===== src/rtl/fetch_pkg.sv =====
// Shared sizing constants and slot payload for the in-order instruction fetch buffer.
package fetch_pkg;

  localparam int unsigned DEPTH  = 4;
  localparam int unsigned ADDR_W = 32;
  localparam int unsigned DATA_W = 32;
  localparam int unsigned PTR_W  = $clog2(DEPTH);
  // Counters must represent 0..DEPTH inclusive.
  localparam int unsigned CNT_W  = PTR_W + 1;
  localparam int unsigned SUM_W  = CNT_W + 1;

  typedef struct packed {
    logic [ADDR_W-1:0] pc;
    logic [DATA_W-1:0] data;
    logic              filled;
  } slot_t;

endpackage


===== src/rtl/fetch_slot_array.sv =====
// Circular slot storage: allocate writes the PC, fill writes the instruction,
// one combinational read port for the head slot.
module fetch_slot_array
  import fetch_pkg::*;
(
  input  logic              clk,
  input  logic              rst_n,
  input  logic              alloc_en,
  input  logic [PTR_W-1:0]  alloc_idx,
  input  logic [ADDR_W-1:0] alloc_pc,
  input  logic              fill_en,
  input  logic [PTR_W-1:0]  fill_idx,
  input  logic [DATA_W-1:0] fill_data,
  input  logic              clear,
  input  logic [PTR_W-1:0]  rd_idx,
  output slot_t             rd_slot
);

  slot_t slots_q [DEPTH];
  slot_t slots_d [DEPTH];

  // Allocation and fill never target the same slot in one cycle.
  always_comb begin
    slots_d = slots_q;
    if (clear) begin
      for (int unsigned i = 0; i < DEPTH; i++) begin
        slots_d[i].filled = 1'b0;
      end
    end
    if (alloc_en) begin
      slots_d[alloc_idx].pc     = alloc_pc;
      slots_d[alloc_idx].filled = 1'b0;
    end
    if (fill_en) begin
      slots_d[fill_idx].data   = fill_data;
      slots_d[fill_idx].filled = 1'b1;
    end
  end

  always_ff @(posedge clk or negedge rst_n) begin
    if (!rst_n) begin
      slots_q <= '{default: '0};
    end else begin
      slots_q <= slots_d;
    end
  end

  assign rd_slot = slots_q[rd_idx];

endmodule


===== src/rtl/fetch_buffer.sv =====
// In-order fetch buffer: issues PC requests, tags slots, captures responses in order,
// presents {instr, pc} to decode, and drops wrong-path responses after a flush.
module fetch_buffer
  import fetch_pkg::*;
(
  input  logic              Clk,
  input  logic              Reset,
  input  logic [ADDR_W-1:0] PCAddress,
  output logic              PCStall,
  output logic              ImemReqValid,
  output logic [ADDR_W-1:0] ImemReqAddr,
  input  logic              ImemReqReady,
  input  logic              ImemRspValid,
  input  logic [DATA_W-1:0] ImemRspData,
  output logic              InstrValid,
  output logic [DATA_W-1:0] Instr,
  output logic [ADDR_W-1:0] InstrPC,
  input  logic              InstrReady,
  input  logic              Flush
);

  logic [PTR_W-1:0] rd_q, rd_d, alloc_q, alloc_d, fill_q, fill_d;
  logic [CNT_W-1:0] occ_q, occ_d, pend_q, pend_d, drop_q, drop_d;
  logic [SUM_W-1:0] budget, owed;
  logic             accept, pop, fill_en;
  slot_t            head;

  // Handshakes: a request slot is only offered while queued plus owed stays below DEPTH.
  always_comb begin
    budget       = SUM_W'(occ_q) + SUM_W'(drop_q);
    ImemReqValid = !Flush && (budget < SUM_W'(DEPTH));
    ImemReqAddr  = PCAddress;
    accept       = ImemReqValid && ImemReqReady;
    PCStall      = !accept;
    InstrValid   = (occ_q != '0) && head.filled && !Flush;
    Instr        = head.data;
    InstrPC      = head.pc;
    pop          = InstrValid && InstrReady;
    fill_en      = ImemRspValid && !Flush && (drop_q == '0) && (pend_q != '0);
  end

  // Pointer and counter update; a flush turns every unfilled slot into an owed response.
  always_comb begin
    rd_d    = rd_q;
    alloc_d = alloc_q;
    fill_d  = fill_q;
    occ_d   = occ_q;
    pend_d  = pend_q;
    drop_d  = drop_q;
    owed    = SUM_W'(drop_q) + SUM_W'(pend_q);
    if (Flush) begin
      rd_d    = '0;
      alloc_d = '0;
      fill_d  = '0;
      occ_d   = '0;
      pend_d  = '0;
      if (ImemRspValid && (owed != '0)) begin
        owed = owed - SUM_W'(1);
      end
      drop_d = CNT_W'(owed);
    end else begin
      alloc_d = alloc_q + PTR_W'(accept);
      rd_d    = rd_q + PTR_W'(pop);
      fill_d  = fill_q + PTR_W'(fill_en);
      occ_d   = occ_q + CNT_W'(accept) - CNT_W'(pop);
      pend_d  = pend_q + CNT_W'(accept) - CNT_W'(fill_en);
      if (ImemRspValid && (drop_q != '0)) begin
        drop_d = drop_q - CNT_W'(1);
      end
    end
  end

  always_ff @(posedge Clk or negedge Reset) begin
    if (!Reset) begin
      rd_q    <= '0;
      alloc_q <= '0;
      fill_q  <= '0;
      occ_q   <= '0;
      pend_q  <= '0;
      drop_q  <= '0;
    end else begin
      rd_q    <= rd_d;
      alloc_q <= alloc_d;
      fill_q  <= fill_d;
      occ_q   <= occ_d;
      pend_q  <= pend_d;
      drop_q  <= drop_d;
    end
  end

  fetch_slot_array u_slots (
    .clk       (Clk),
    .rst_n     (Reset),
    .alloc_en  (accept),
    .alloc_idx (alloc_q),
    .alloc_pc  (PCAddress),
    .fill_en   (fill_en),
    .fill_idx  (fill_q),
    .fill_data (ImemRspData),
    .clear     (Flush),
    .rd_idx    (rd_q),
    .rd_slot   (head)
  );

endmodule


===== config.mk =====
export PLATFORM = sky130hd
export DESIGN_NAME = fetch_buffer
export DESIGN_NICKNAME = d
export VERILOG_FILES = /design/src/rtl/fetch_pkg.sv /design/src/rtl/fetch_slot_array.sv /design/src/rtl/fetch_buffer.sv
export SDC_FILE = /design/constraint.sdc
export NUM_CORES = 1
export LEC_CHECK = 0
export CAP_MARGIN = 20
export CORE_UTILIZATION = 25
export CTS_CLUSTER_DIAMETER = 120
export CTS_CLUSTER_SIZE = 20
export DETAILED_ROUTE_END_ITERATION = 16
export GPL_TIMING_DRIVEN = 0
export SYNTH_ARGS = -nofsm -noshare
export SYNTH_HDL_FRONTEND = slang
export SYNTH_SLANG_ARGS = --single-unit
export TNS_END_PERCENT = 30

===== constraint.sdc =====
create_clock -name Clk -period 2.7 [get_ports Clk]
set_input_delay 0.405 -clock Clk [delete_from_list [all_inputs] [get_ports Clk]]
set_output_delay 0.405 -clock Clk [all_outputs]
set_load 0.02 [all_outputs]

## After elaboration in Yosys (flattened, before gate mapping)

Cells that the tools add are included.

| cells by class | value |
|---|---|
| bitwise operators | 3 |
| add/sub/neg operators | 11 |
| reduce and logical (&&, ||, !) cells | 20 |
| muxes and demuxes | 29 |
| order comparisons | 6 |

Operators by type and width:

| operator | number |
|---|---|
| bitwise mux 260 bit | 4 |
| demux 65 bit (select 2 bit) | 4 |
| two-way mux 260 bit | 2 |
| two-way mux 65 bit | 3 |
| binary-select mux 65 bit (select 2 bit) | 1 |
| two-way mux 33 bit | 1 |
| two-way mux 3 bit | 5 |
| logical AND 1 bit | 12 |
| >= comparator 3 bit (second input constant) | 3 |
| NOT 2 -> 3 bit | 3 |
| nonzero test 3 bit | 3 |
| adder 3 x 3 -> 4 bit | 2 |
| adder 2 x 1 -> 2 bit | 3 |
| adder 3 x 1 -> 3 bit | 2 |
| less-than comparator 3 x 1 -> 1 bit (second input constant) | 2 |
| two-way mux 1 bit | 6 |
| two-way mux 2 bit | 3 |
| subtractor 3 x 1 -> 3 bit | 2 |
| subtractor 3 x 1 -> 3 bit (second input constant) | 2 |
| less-than comparator 4 x 3 -> 1 bit (second input constant) | 1 |
| nonzero test 4 bit | 1 |
| zero test 3 bit | 1 |
| zero test 1 bit | 2 |
| nonzero test 2 bit | 1 |

| storage, ports and cells | value |
|---|---|
| register bits after elaboration | 275 |
| output and inout port bits | 99 |
| input port bits | 70 |

## Depth between registers and ports, before layout

| logic depth | value |
|---|---|
| depth after elaboration | 11 |
| gate-level depth with buffers | 13 |
| depth with buffers taken out | 12 |

## Cells and area by module

A second synthesis with hierarchy kept.

| unflattened totals | value |
|---|---|
| cell total of the unflattened synthesis | 770 |
| area total of the unflattened synthesis | 12548.3 um^2 |

By module, submodules not included:

| module | cells an instance | area each (um^2) | times used | sequential area each (um^2) |
|---|---|---|---|---|
| fetch_slot_array | 638 | 11269.6 | 1 | 6506.2 |
| fetch_buffer | 132 | 1278.7 | 1 | 375.4 |

## Worst setup path after synthesis

OpenSTA, ideal clock, no wires.

| path | value |
|---|---|
| path type | flip-flop to flip-flop |
| start | register drop_q[1] |
| end | register pend_q[2] |
| path buffers | 1 |
| arrival | 2.495 ns |
| setup slack | 0.073 ns |
| cell stages (with the launch flop) | 14 |
| cell sequence | dfrtp_1 -> inv_1 -> ha_1 -> nand2b_4 -> or4_1 -> buf_2 -> inv_1 -> ha_1 -> inv_1 -> ha_1 -> inv_1 -> fa_1 -> xnor2_1 -> nor2_1 |

| on the way | value |
|---|---|
| word-level cells in the longest chain between the ends | 7 |
| elaborated cells between the ends (all ways) | 10 |
| classes of those cells | add/sub (3); order compare (1); mux (1); reduce/logical (5) |

Ends and longest elaborated chain:

| element | line | source |
|---|---|---|
| start: declaration | fetch_buffer.sv:23 | `logic [CNT_W-1:0] occ_q, occ_d, pend_q, pend_d, drop_q, drop_d;` |
| start signal: assignment | fetch_buffer.sv:87 | `drop_q <= drop_d;` |
| adder 3 x 3 -> 4 bit | fetch_buffer.sv:30 | `budget = SUM_W'(occ_q) + SUM_W'(drop_q);` |
| less-than comparator 4 x 3 -> 1 bit | fetch_buffer.sv:31 | `ImemReqValid = !Flush && (budget < SUM_W'(DEPTH));` |
| logical AND 1 bit | fetch_buffer.sv:31 |  |
| logical AND 1 bit | fetch_buffer.sv:33 | `accept = ImemReqValid && ImemReqReady;` |
| adder 3 x 1 -> 3 bit | fetch_buffer.sv:66 | `pend_d = pend_q + CNT_W'(accept) - CNT_W'(fill_en);` |
| subtractor 3 x 1 -> 3 bit * | fetch_buffer.sv:66 |  |
| two-way mux 3 bit * | fetch_buffer.sv:51 | `if (Flush) begin` |
| net pend_d[2] | fetch_buffer.sv:23 |  |
| end signal: assignment | fetch_buffer.sv:86 | `pend_q <= pend_d;` |
| end: declaration | fetch_buffer.sv:23 |  |

Mark *: on every way through the listed nets, which the timed path passes. The rest lies on a longest branch.
A chain may end at the register's enable or synchronous reset.

## Worst setup path in the final report

| path | value |
|---|---|
| start | register rd_q[0] |
| end | output Instr[29] |

| on the way | value |
|---|---|
| word-level cells in the longest chain between the ends | 4 |

Ends and longest elaborated chain:

| element | line | source |
|---|---|---|
| start: declaration | fetch_buffer.sv:22 | `logic [PTR_W-1:0] rd_q, rd_d, alloc_q, alloc_d, fill_q, fill_d;` |
| start signal: assignment | fetch_buffer.sv:82 | `rd_q <= rd_d;` |
| NOT 2 -> 3 bit (not written as such) | fetch_slot_array.sv:48 | `assign rd_slot = slots_q[rd_idx];` |
| binary-select mux 65 bit (select 2 bit) | fetch_slot_array.sv:48 |  |
| two-way mux 65 bit (not written as such) (2 in series) | fetch_slot_array.sv:48 |  |
| end: declaration | fetch_buffer.sv:16 | `output logic [DATA_W-1:0] Instr,` |

Every way passes these cells. The select of a mux whose other input is x is not followed.

==> metrics list <==
* Fraction of power consumed by sequential logic: 0.458
* Type of the setup path with the least slack: reg -> out
* Status: completed
- The pre-antenna-repair detailed-routing pass consisted of 6 iterations.
- Clock root buffer: sky130_fd_sc_hd__clkbuf_16
* Fin crit share: 0.976
- Antenna violations before repair: 0
- Area inside the core boundary: approximately 0.05 mm2
- The final count of pins violating max slew is 0.
- Most frequently used cell type in the post-synthesis netlist: sky130_fd_sc_hd__dfrtp_1
* Tightest Pin Transition: 0.645 ns
- Yosys warns: 0
- Post-detailed-routing wire length: between 30 and 40 mm
- Routed length per instance: 18.3 um
- After clock tree synthesis, the clock-pin slew on the worst setup and hold paths is around 0.1 ns.
- STA puts the critical path data required time at 2.30 ns.
- Max Clock Freq: approximately 380 MHz
- Mean post-synth cell area: around 17 um2
* Total overflow reported by the global router: 0
* Total power consumption of the routed design: approximately 12 mW
- In the final design database the tool counted 1053 nets.
* Total setup violations reported at the end of the flow: 0
- In this run, synthesis produced a sequential element count of around 280.
* N_diodes: 0
- Die Footprint: 0.0515 mm2
* Minimum period implied by the final worst setup slack: between 2 and 3 ns
- In this run, placement finished with an instance count of 1607.
- Total CTS buffers: 17
- Die span in x: about 230 um
- The final route contains between 7k and 8k vias.
* Capturing point of the worst reg2reg path: u_slots.slots_q[71]$_DFFE_PN0P_
* Total GRT Usage: 0.119
* Switching power: between 3 and 4 mW
- In this run, the number of DRC markers left after iteration 0 of detailed routing was approximately 320.
- In this run the critical register-to-register path is launched from drop_q[0]$_DFFE_PN0P_.
- After detailed routing, the number of remaining DRC violations is 0.
* Sequential-to-total area share from yosys stat: 0.544
* Biggest area contributors in the synthesized netlist: sky130_fd_sc_hd__dfrtp_1 54%, sky130_fd_sc_hd__mux2_2 20%, sky130_fd_sc_hd__mux4_2 12%
- Setup repair after global routing could not meet its margin everywhere.
* Proportion of power drawn by combinational gates: 0.322
- The first global-routing pass estimated around 46 mm of wire.
- For this design, the sink count on the clock tree is 275.
* Reg2Reg Setup Slack: between 0.1 and 0.15 ns
- Leakage component of the power: ~7.4 nW
- For this configuration, the core starts out at a cell density of 0.253.
- The min-delay analysis places its worst path in the category in -> async.
- In this run the power density over the cells is ~740 mW/mm2.
- STA classifies the critical path startpoint as a flop.
- Counting flops with a built-in enable in the synthesized netlist gives 0.
* CTS tree: done
* Post-detailed-route count of antenna-violating nets: 0
- Netlist cell types: 40
- Among all flip-flop cells after synthesis, the most frequent one is sky130_fd_sc_hd__dfrtp_1.
- The die is about 230 um tall.
* Cell count of the worst reg-to-reg path: 8
- Growth of design area from synthesis to finish: 25.9%
- Number of cell rows: between 80 and 90
- In the final layout, the share of cells above drive strength 1 is 0.469.
- Switching share of power: 0.300
* Synth area leader: sky130_fd_sc_hd__dfrtp_1
- After the flow finishes, the layout carries non-filler instances totaling around 1.6k.
- Clock skew on the completed layout was measured at between 0.03 and 0.04 ns.
* Cell area after synthesis: 0.0126 mm2
- The share of synthesized area in the top cell type comes to 0.544.
- The final number of hold-violating endpoints came to 0.
* Routability congestion estimate: 0.728
- In this run the number of H-tree levels came out at 1.
- After detailed routing, the number of vias per cell comes to between 4 and 5.
- After technology mapping, the gate count stands at about 770.
* Kind of end point of the critical path: output port
- Top cells by count, synth: 275 x sky130_fd_sc_hd__dfrtp_1, 228 x sky130_fd_sc_hd__mux2_2, 65 x sky130_fd_sc_hd__mux4_2
- Worst ir drop on vdd: between 0.3 and 0.4 mV
* Final hold slack: 0.347 ns
- Of all nets on the critical path, the largest fanout is 10.
* Proportion of power drawn by the clock network: 0.220
* Slew HR: 0.570
- FFs w/ async S/R, synth: 1.00
* WP data arrival: approximately 2.2 ns
- Summed over all nets, the half-perimeter wirelength after detailed placement is 20.0 mm.
- The via count of the first global-routing pass came to 7640.
* Cell-internal power: around 8.3 mW
- Clock insertion delay at the later pin of the skew report: ~0.53 ns
- Entering global routing, the biggest net connects 120 pins.
* CTS Buffer Depth: 3
- The number of nets handed over by synthesis was between 800 and 900.
- Port buffering added approximately 170 buffers.
- During I/O placement, the number of pins put on the boundary was approximately 170.
- # Max-Cap Violations: 0
## registers in the layout (all words and copies together), names as in the netlist
name / count
alloc_q: 2
drop_q: 3
fill_q: 2
occ_q: 3
pend_q: 3
rd_q: 2
u_slots.slots_q: 260
## stage by stage
stage	area, um2	worst slack, ns	utilization	setup TNS (ns)
after floorplan	12600	0.0734	-	0
after global placement	15200	-10.84	0.303	-3060.01
after detailed placement	15200	-0.644	0.304	-91.60
after CTS	15800	-0.195	0.315	-0.328
after global routing	15900	-0.0533	0.318	-0.646
final	15900	0.0660	0.318	0
## cell families (layout without fill, tap and decap cells)
family,Yosys count,count (layout),synth area share
xor+xnor,11,11,0.00762
compound gates,10,10,0.00643
mux,325,325,0.356
flops,275,275,0.544
simple gates,36,36,0.0203
buf+inv,90,291,0.0461
fa+ha+maj,18,18,0.0196
## layout make-up
class,instances,area (um2)
Fill cell,5007,34200
Multi-Input combinational cell,400,5230
Timing Repair Buffer,182,1770
Buffer,74,674
Sequential cell,275,6880
Clock inverter,2,13.8
Clock buffer,18,439
Inverter,15,65.1
Tap cell,672,841
## power by group through the flow
stage / clock (mW) / combinational (mW) / sequential, mW
2_1_floorplan: 0 / 2.56 / 5.32
3_3_place_gp: 0 / 3.96 / 5.45
3_5_place_dp: 0 / 4.04 / 5.46
4_1_cts: 2.75 / 3.76 / 5.40
5_1_grt: 2.88 / 4.10 / 5.52
6_report: 2.59 / 3.80 / 5.40
## what timing repair did
item / CTS / global route
hold endpoints to repair: 39 / 0
setup endpoints to repair: 157 / 86
pin swaps: 2 / 5
hold buffers: 1 / 0
gates resized for setup: 121 / 22
setup buffers: 3 / 8
## metal layers
layer  wire length (um)  GRT usage  vias up
met5                  0          0        -
met4                624     0.0316        0
met3               1120     0.0192       34
met2              14200      0.191      107
met1              14100      0.165     3729
li1                   -          -     3171
## cells in the final DEF, fill, tap and decap left out, types with 13 or more instances in the layout
master / count
sky130_fd_sc_hd__buf_4: 49
sky130_fd_sc_hd__buf_6: 16
sky130_fd_sc_hd__clkbuf_16: 17
sky130_fd_sc_hd__clkdlybuf4s50_1: 100
sky130_fd_sc_hd__dfrtp_1: 273
sky130_fd_sc_hd__dlygate4sd2_1: 61
sky130_fd_sc_hd__ha_1: 13
sky130_fd_sc_hd__mux2_2: 228
sky130_fd_sc_hd__mux2_4: 29
sky130_fd_sc_hd__mux4_2: 65
## critical path, cell delays in order, from the launching register on
cell	delay, ns
sky130_fd_sc_hd__dfrtp_2	0.42
sky130_fd_sc_hd__buf_12	0.19
sky130_fd_sc_hd__buf_12	0.18
sky130_fd_sc_hd__mux4_2	0.55
sky130_fd_sc_hd__dlygate4sd2_1	0.35
## worst max path at each step
stage                                startpoint                         endpoint  slack [ns]  cells past startpoint
after CTS                     rd_q[1]$_DFF_PN0_                        Instr[20]       -0.20                      4
after global routing          rd_q[1]$_DFF_PN0_                        Instr[29]       -0.05                      4
final                         rd_q[0]$_DFF_PN0_                        Instr[29]        0.07                      4
after global placement                    Reset  u_slots.slots_q[87]$_DFFE_PN0P_      -10.84                      1
after detailed placement      rd_q[1]$_DFF_PN0_                        Instr[27]       -0.64                      4
after floorplan           drop_q[1]$_DFFE_PN0P_              pend_q[2]$_DFF_PN0_        0.07                     13
Note: power is estimated with default switching activity, not from simulation.
